==> config.mk <==
export PLATFORM = sky130hd
export DESIGN_NAME = regfile_write_arbiter
export DESIGN_NICKNAME = d
export VERILOG_FILES = /design/src/rtl/regfile_pkg.sv /design/src/rtl/regwr_slot.sv /design/src/rtl/regfile_write_arbiter.sv
export SDC_FILE = /design/constraint.sdc
export NUM_CORES = 1
export LEC_CHECK = 0
export ABC_AREA = 0
export CORE_UTILIZATION = 47
export DETAILED_ROUTE_END_ITERATION = 8
export PLACE_DENSITY = 0.84
export SYNTH_ARGS = -nofsm -noshare
export SYNTH_HDL_FRONTEND = slang
export SYNTH_HIERARCHICAL = 1
export SYNTH_SLANG_ARGS = --single-unit
==> constraint.sdc <==
create_clock -name Clk -period 2.4 [get_ports Clk]
set_input_delay 0.48 -clock Clk [delete_from_list [all_inputs] [get_ports Clk]]
set_output_delay 0.48 -clock Clk [all_outputs]
set_load 0.02 [all_outputs]
==> src/rtl/regfile_pkg.sv <==
// regfile_pkg: shared constants and types for the register-file write arbiter.
//   DATA_W   - write data width
//   ADDR_W   - register index width
//   ZERO_REG - register index that is never written
//   grant_t  - arbiter channel identifier (A = ALU writeback, B = load writeback)
package regfile_pkg;
  localparam int unsigned DATA_W   = 64;
  localparam int unsigned ADDR_W   = 5;
  localparam int unsigned ZERO_REG = 31;

  typedef enum logic {
    GNT_A = 1'b0,
    GNT_B = 1'b1
  } grant_t;
endpackage

==> src/rtl/regwr_slot.sv <==
// regwr_slot: one-entry holding register for a writeback requester.
// Writes that target ZERO_REG complete the handshake but are never stored.
// Ports:
//   Clk, Reset        - clock, synchronous active-high reset
//   i_valid           - requester has a write
//   i_rw, i_bus       - destination register and data
//   i_clear           - entry has been granted; empty the slot
//   o_ready           - slot can accept (registered Full and Reset only)
//   o_full            - slot holds an entry
//   o_rw, o_bus       - held destination register and data
module regwr_slot #(
  parameter int unsigned DATA_W   = regfile_pkg::DATA_W,
  parameter int unsigned ADDR_W   = regfile_pkg::ADDR_W,
  parameter int unsigned ZERO_REG = regfile_pkg::ZERO_REG
) (
  input  logic              Clk,
  input  logic              Reset,
  input  logic              i_valid,
  input  logic [ADDR_W-1:0] i_rw,
  input  logic [DATA_W-1:0] i_bus,
  input  logic              i_clear,
  output logic              o_ready,
  output logic              o_full,
  output logic [ADDR_W-1:0] o_rw,
  output logic [DATA_W-1:0] o_bus
);
  import regfile_pkg::*;

  logic              r_full;
  logic [ADDR_W-1:0] r_rw;
  logic [DATA_W-1:0] r_bus;
  logic              w_load;

  always_comb begin
    o_ready = ~r_full & ~Reset;
    w_load  = i_valid & o_ready & (i_rw != ADDR_W'(ZERO_REG));
  end

  // A load only happens when empty and a clear only when full, so the two
  // never compete for the same edge.
  always_ff @(posedge Clk) begin
    if (Reset) begin
      r_full <= 1'b0;
    end else if (w_load) begin
      r_full <= 1'b1;
      r_rw   <= i_rw;
      r_bus  <= i_bus;
    end else if (i_clear) begin
      r_full <= 1'b0;
    end
  end

  assign o_full = r_full;
  assign o_rw   = r_rw;
  assign o_bus  = r_bus;
endmodule

==> src/rtl/regfile_write_arbiter.sv <==
// regfile_write_arbiter: shares the register-file write port between an ALU
// writeback requester (A) and a load writeback requester (B). Each has a
// one-entry slot; a round-robin arbiter drains slots into a registered
// output stage (RegWr/RW/BusW) committed by the register file on negedge.
// Ports:
//   Clk, Reset                 - clock, synchronous active-high reset
//   AValid/ARw/ABus, AReady    - requester A handshake
//   BValid/BRw/BBus, BReady    - requester B handshake
//   RegWr, RW, BusW            - register-file write port
//   PendMask                   - bit i set while a write to register i is held
// Optional build macro REGWR_FWD_EN adds LookupRa, FwdHit, FwdData
// (combinational forwarding lookup of pending writes).
module regfile_write_arbiter #(
  parameter int unsigned DATA_W   = regfile_pkg::DATA_W,
  parameter int unsigned ADDR_W   = regfile_pkg::ADDR_W,
  parameter int unsigned ZERO_REG = regfile_pkg::ZERO_REG
) (
  input  logic              Clk,
  input  logic              Reset,
  input  logic              AValid,
  input  logic [ADDR_W-1:0] ARw,
  input  logic [DATA_W-1:0] ABus,
  output logic              AReady,
  input  logic              BValid,
  input  logic [ADDR_W-1:0] BRw,
  input  logic [DATA_W-1:0] BBus,
  output logic              BReady,
`ifdef REGWR_FWD_EN
  input  logic [ADDR_W-1:0] LookupRa,
  output logic              FwdHit,
  output logic [DATA_W-1:0] FwdData,
`endif
  output logic              RegWr,
  output logic [ADDR_W-1:0] RW,
  output logic [DATA_W-1:0] BusW,
  output logic [31:0]       PendMask
);
  import regfile_pkg::*;

  logic              w_a_full, w_b_full;
  logic [ADDR_W-1:0] w_a_rw, w_b_rw;
  logic [DATA_W-1:0] w_a_bus, w_b_bus;
  logic              w_gnt_vld;
  grant_t            w_gnt;
  logic              w_a_clr, w_b_clr;

  grant_t            r_last_gnt;
  logic              r_regwr;
  logic [ADDR_W-1:0] r_rw;
  logic [DATA_W-1:0] r_busw;

  regwr_slot #(.DATA_W(DATA_W), .ADDR_W(ADDR_W), .ZERO_REG(ZERO_REG)) u_slot_a (
    .Clk(Clk), .Reset(Reset), .i_valid(AValid), .i_rw(ARw), .i_bus(ABus),
    .i_clear(w_a_clr), .o_ready(AReady), .o_full(w_a_full),
    .o_rw(w_a_rw), .o_bus(w_a_bus)
  );

  regwr_slot #(.DATA_W(DATA_W), .ADDR_W(ADDR_W), .ZERO_REG(ZERO_REG)) u_slot_b (
    .Clk(Clk), .Reset(Reset), .i_valid(BValid), .i_rw(BRw), .i_bus(BBus),
    .i_clear(w_b_clr), .o_ready(BReady), .o_full(w_b_full),
    .o_rw(w_b_rw), .o_bus(w_b_bus)
  );

  always_comb begin
    w_gnt_vld = w_a_full | w_b_full;
    if (w_a_full && w_b_full)
      w_gnt = (r_last_gnt == GNT_A) ? GNT_B : GNT_A;
    else if (w_a_full)
      w_gnt = GNT_A;
    else
      w_gnt = GNT_B;
    w_a_clr = w_gnt_vld & (w_gnt == GNT_A);
    w_b_clr = w_gnt_vld & (w_gnt == GNT_B);
  end

  always_ff @(posedge Clk) begin
    if (Reset) begin
      r_regwr    <= 1'b0;
      r_rw       <= '0;
      r_busw     <= '0;
      r_last_gnt <= GNT_B;
    end else if (w_gnt_vld) begin
      r_regwr    <= 1'b1;
      r_rw       <= (w_gnt == GNT_A) ? w_a_rw  : w_b_rw;
      r_busw     <= (w_gnt == GNT_A) ? w_a_bus : w_b_bus;
      r_last_gnt <= w_gnt;
    end else begin
      r_regwr    <= 1'b0;
    end
  end

  assign RegWr = r_regwr;
  assign RW    = r_rw;
  assign BusW  = r_busw;

  // ZERO_REG never enters a slot or the output stage, so bit 31 stays clear.
  always_comb begin
    PendMask = (32'(w_a_full) << w_a_rw)
             | (32'(w_b_full) << w_b_rw)
             | (32'(r_regwr)  << r_rw);
  end

`ifdef REGWR_FWD_EN
  grant_t r_newest;
  logic   w_a_load, w_b_load;
  logic   w_new_hit, w_old_hit;

  always_comb begin
    w_a_load = AValid & AReady & (ARw != ADDR_W'(ZERO_REG));
    w_b_load = BValid & BReady & (BRw != ADDR_W'(ZERO_REG));
  end

  // Simultaneous loads only occur with both slots empty (no grant that edge);
  // the later-granted entry is then the one matching LastGnt.
  always_ff @(posedge Clk) begin
    if (Reset)
      r_newest <= GNT_B;
    else if (w_a_load && w_b_load)
      r_newest <= r_last_gnt;
    else if (w_a_load)
      r_newest <= GNT_A;
    else if (w_b_load)
      r_newest <= GNT_B;
  end

  always_comb begin
    FwdHit    = 1'b0;
    FwdData   = '0;
    w_new_hit = (r_newest == GNT_A) ? (w_a_full && w_a_rw == LookupRa)
                                    : (w_b_full && w_b_rw == LookupRa);
    w_old_hit = (r_newest == GNT_A) ? (w_b_full && w_b_rw == LookupRa)
                                    : (w_a_full && w_a_rw == LookupRa);
    if (LookupRa != ADDR_W'(ZERO_REG)) begin
      if (r_regwr && r_rw == LookupRa) begin
        FwdHit  = 1'b1;
        FwdData = r_busw;
      end else if (w_new_hit) begin
        FwdHit  = 1'b1;
        FwdData = (r_newest == GNT_A) ? w_a_bus : w_b_bus;
      end else if (w_old_hit) begin
        FwdHit  = 1'b1;
        FwdData = (r_newest == GNT_A) ? w_b_bus : w_a_bus;
      end
    end
  end
`endif
endmodule

* Word-level counts from Yosys, hierarchy flattened
Index checks and enable logic that the tools add are counted.
** Word-level totals
- Register bits :: 211
** Operators by class
- Muxes and demuxes :: 10
- Bitwise logic cells :: 15
- Eq/ne operators :: 2
- Shift operators :: 3
- Reductions and logical operators :: 5
** Operator list (number)
- left shift 1 x 5 -> 32 bit :: 3
- two-way mux 64 bit :: 1
- OR 32 bit :: 2
- inequality test 5 bit, second input constant :: 2
- bitwise AND 1 bit :: 8
- two-way mux 1 bit :: 8
- two-way mux 5 bit :: 1
- NOT 1 bit :: 4
- AND reduction 2 bit :: 2
- nonzero test 2 bit :: 2
- logical AND 1 bit :: 1
- OR 1 bit :: 1

* Logic depth before layout (Yosys ltp)
- Depth in word-level cells :: 6
- Mapped depth :: 6

* By module
The synthesis kept the hierarchy.
** By module, submodules not included
- regwr_slot :: area an instance 2130.8 µm², seq. area each 2092.0 µm², times used 2, cells an instance 76
- regfile_write_arbiter :: area an instance 3688.5 µm², seq. area each 1421.4 µm², times used 1, cells an instance 403

* Least setup slack after synthesis
OpenSTA, ideal clock, no wires.
- Kind :: in2reg
- From :: in Reset
- To :: reg u_slot_a.r_bus[0] (netlist: u_slot_a/o_bus[0]), enable pin
- Slack :: 0.153 ns
- Buffers on the path :: 0
- Required time :: 2.004 ns
- Arrival :: 1.852 ns
- Stages on the path :: 2
- Cells stage by stage :: nor2_1 and3_2
** Between the ends
- Word-level cells in the longest chain between the ends :: 5
** RTL lines
- start: declaration :: RTL line regfile_write_arbiter.sv:19 : input logic Reset,
- NOT 1 bit (no source line) (*)
- bitwise AND 1 bit :: RTL line regwr_slot.sv:35 : o_ready = ~r_full & ~Reset;
- bitwise AND 1 bit (2 in series) :: RTL line regwr_slot.sv:36 : w_load = i_valid & o_ready & (i_rw != ADDR_W'(ZERO_REG));
- AND reduction 2 bit (no source line) (*)
- end signal: assignment :: RTL line regwr_slot.sv:47 : r_bus <= i_bus;
- end: declaration :: RTL line regwr_slot.sv:31 : logic [DATA_W-1:0] r_bus;
Mark *: on every way between the ends. The rest lies on a longest branch, timed or not.
A chain may end at the register's enable or synchronous reset.

* Worst setup path after layout
- From :: reg u_slot_b.r_rw[3] (netlist: u_slot_b/o_rw[3])
- To :: out PendMask[24]
** Between the ends
- Word-level cells in the longest chain between the ends :: 3
** RTL lines
- start: declaration :: RTL line regwr_slot.sv:30 : logic [ADDR_W-1:0] r_rw;
- start signal: assignment :: RTL line regwr_slot.sv:46 : r_rw <= i_rw;
- left shift 1 x 5 -> 32 bit :: RTL line regfile_write_arbiter.sv:99 : | (32'(w_b_full) << w_b_rw)
- OR 32 bit :: RTL line regfile_write_arbiter.sv:99
- OR 32 bit :: RTL line regfile_write_arbiter.sv:100 : | (32'(r_regwr) << r_rw);
- end: declaration :: RTL line regfile_write_arbiter.sv:36 : output logic [31:0] PendMask
Every way passes these cells.

==> flow_summary.json <==
{
  "ys_seq_area_share_pct": 70.5,
  "fillers": 1056,
  "gp_congestion": 0.871,
  "dp_slack_ns": 0.0496,
  "grt_pass1_vias": 6225,
  "path_max_fanout": 5,
  "netlist_area_um2": 7950,
  "grt-ovfl-total": 0,
  "r2r-start": "u_slot_b/o_full",
  "areaGrowthSynthToFinish_pct": 47.6,
  "worst_pin_slew_ns": 0.546,
  "fin_area_um2": 11700,
  "drt-initial-drc-count": 394,
  "comb_power_share_pct": 16.0,
  "power.density_nw_per_um2": 773,
  "max_cap_viol_count": 0,
  "via_per_inst": 5.52,
  "avgSynthCellArea_um2": 14.3,
  "hold_buffers": 0,
  "critPathCaptureType": "primary output",
  "wl_um": 21800,
  "core-area_um2": 16500,
  "track_usage_pct": 24.6,
  "ir_worst_vdd_mv": 0.687,
  "multi_input_area_um2": 2280,
  "antenna_left": 0,
  "start_kind": "register",
  "finalCriticalPeriod_ns": 2.39,
  "mostFrequentLayoutCells": "clkdlybuf4s50_1, edfxtp_1, a221o_1",
  "syn_inst": 555,
  "slew_headroom_pct": 63.5,
  "dr.pass1.iters": 5,
  "cts_root_buf": "clkbuf_16",
  "ys_warn_count": 6,
  "drive_above_1_share_pct": 18.0,
  "clk_pin_slew_worst_paths_ns": 0.06,
  "placed_area_um2": 10900,
  "cts_tree": "yes",
  "p_int_uw": 6880,
  "cts_buffer_depth": 3,
  "start_util_pct": 48.1,
  "timing.final.crit_share_pct": 99.5,
  "cts_inserted_buffers": 22,
  "maxSlewViolCount": 0,
  "register_area_um2": 5620,
  "pwr-share-seq_pct": 47.8,
  "wl_per_cell_um": 20.2,
  "port_buffers": 245,
  "outcome": "finished, final reports clean",
  "finish.net_count": 983,
  "switching_power_uw": 2200,
  "hold_path.class": "reg2reg",
  "synth_fp_nets": 697,
  "hpwlAfterDp_um": 14600,
  "ff2ff_setup_slack_ns": 0.45,
  "required_ns": 1.92,
  "ys_seq_elements": 211,
  "fp.dieH_um": 132,
  "vias": 5940,
  "grt_max_degree": 60,
  "worstSetupPathType": "reg2out",
  "power_frac_clock_pct": 36.3,
  "finalPower_uw": 9080,
  "grt_first_pass_wirelength_um": 33600,
  "drc": 0,
  "finClkSkew_ns": 0.00549,
  "cp.arrival_ns": 1.91,
  "cts_sinks": 211,
  "yosysUniqueCellTypes": 38,
  "setup_viol": 0,
  "ioPinCount": 246,
  "hold_viol": 0,
  "final_common_cell": "clkdlybuf4s50_1",
  "clkLatencyLatePin_ns": 0.49,
  "dieArea_um2": 17400,
  "rows": 47,
  "chipWidth_um": 132,
  "rr_endpoint": "BusW[54]",
  "p_leak_uw": 0.00443,
  "worst_slack_ns": 0.0118,
  "r2r_cells": 5,
  "cp-startpoint": "u_slot_b/o_rw[3]",
  "rsz0062_at_grt": "true",
  "max_freq_mhz": 419,
  "grt_antenna_before_repair": 0,
  "n_antenna_cell": 0,
  "swShare_pct": 24.2,
  "cp-endpoint": "PendMask[24]",
  "htree_levels": 1
}
==> how the worst min path moves through the flow <==
stage,start,end,slack (ns),cells past startpoint
6_report,u_slot_a/o_bus[55],BusW[55],0.47,1
2_1_floorplan,r_last_gnt,r_last_gnt,0.44,2
3_5_place_dp,u_slot_a/o_bus[36],BusW[36],0.46,1
5_1_grt,u_slot_a/o_bus[61],BusW[61],0.48,1
3_3_place_gp,u_slot_b/o_bus[47],BusW[47],0.45,1
4_1_cts,u_slot_a/o_bus[55],BusW[55],0.47,1
==> state kept, by name (all words and copies together) (netlist names) <==
register and cells:
u_slot_b/o_bus 64, u_slot_b/o_rw 5, u_slot_a/o_bus 64, RW 5, RegWr 1, u_slot_b/o_full 1
BusW 64, r_last_gnt 1, u_slot_a/o_rw 5, u_slot_a/o_full 1
==> power by group through the flow <==
stage                     Clock (µW)  Combinational [µW]  Sequential [µW]
after global routing            3490                1530             4360
after global placement             0                1370             4380
after floorplan                    0                 450             4530
after CTS                       3340                1440             4330
after detailed placement           0                1410             4400
final                           3290                1450             4340
==> area by class of cell <==
type / instances / area share (%)
Timing Repair Buffer: 297 / 24.3
Tap cell: 220 / 2.35
Inverter: 1 / 0.0320
Multi-Input combinational cell: 308 / 19.5
Clock buffer: 32 / 5.45
Sequential cell: 211 / 47.9
Clock inverter: 8 / 0.565
==> through the flow <==
step                cells  hold WS, ns  TNS, ns  utilization, %
finish               1077        0.470        0            71.0
global route         1077        0.482   -0.244            71.0
CTS                  1070        0.471  -0.0360            70.6
detailed placement   1018        0.456        0            65.7
global placement     1018        0.448        0            65.7
floorplan             555        0.444        0               -
==> routing by layer <==
layer,track usage [%],routed length (µm),vias up
met2,45.2,11400,283
met5,0,0,-
li1,-,-,2721
met4,9.11,825,0
met1,28.9,8320,2867
met3,3.96,1250,69
==> cells in the mapped netlist <==
library cell | number | area, µm²
and3_1 | 4 | 25.0
dfxtp_1 | 73 | 1460
clkbuf_1 | 21 | 78.8
and3_2 | 2 | 15.0
buf_2 | 8 | 40.0
nor3b_1 | 4 | 30.0
o2bb2ai_1 | 1 | 8.76
a211oi_1 | 1 | 7.51
a21oi_1 | 1 | 5.00
nor2_1 | 11 | 41.3
a31o_1 | 2 | 17.5
nor4b_1 | 2 | 17.5
a2111oi_0 | 1 | 8.76
a22oi_1 | 26 | 195
and3b_1 | 4 | 35.0
and4bb_2 | 5 | 62.6
a21boi_1 | 1 | 7.51
nor4b_2 | 1 | 15.0
nor3_2 | 1 | 10.0
nor3b_2 | 1 | 12.5
nand2_1 | 61 | 229
nor4bb_1 | 4 | 40.0
and2_0 | 10 | 62.6
buf_1 | 1 | 3.75
and2_1 | 60 | 375
nand4_1 | 6 | 37.5
nand2b_1 | 1 | 6.26
edfxtp_1 | 138 | 4140
nand3_1 | 8 | 40.0
nor2b_4 | 1 | 13.8
a32oi_1 | 3 | 26.3
nor2b_1 | 10 | 62.6
and4_1 | 2 | 17.5
buf_4 | 1 | 7.51
inv_1 | 1 | 3.75
buf_6 | 4 | 45.0
a221o_1 | 67 | 671
and4b_1 | 7 | 70.1
==> worst max-delay path, cell delays in order (launching register included) <==
cell and delay [ns]:
edfxtp_1 0.42, buf_4 0.17, and4b_1 0.26, a22oi_1 0.23, nand2_1 0.08, clkdlybuf4s15_2 0.26
==> logic make-up after synthesis <==
kind of cell / Yosys count / synth area share [%]
AO/OA/AOI/OAI: 103 / 11.9
buffers and inverters: 36 / 2.25
flip-flops: 211 / 70.5
AND/OR/NAND/NOR: 205 / 15.3
==> timing repair <==
item | CTS | global route
gates cloned | 0 | 0
endpoints found under the setup margin | 33 | 32
setup buffers | 12 | 7
hold endpoints to repair | 0 | 0
pin swaps | 4 | 7
resized for setup | 109 | 51
Note: power is estimated with default switching activity, not from simulation.
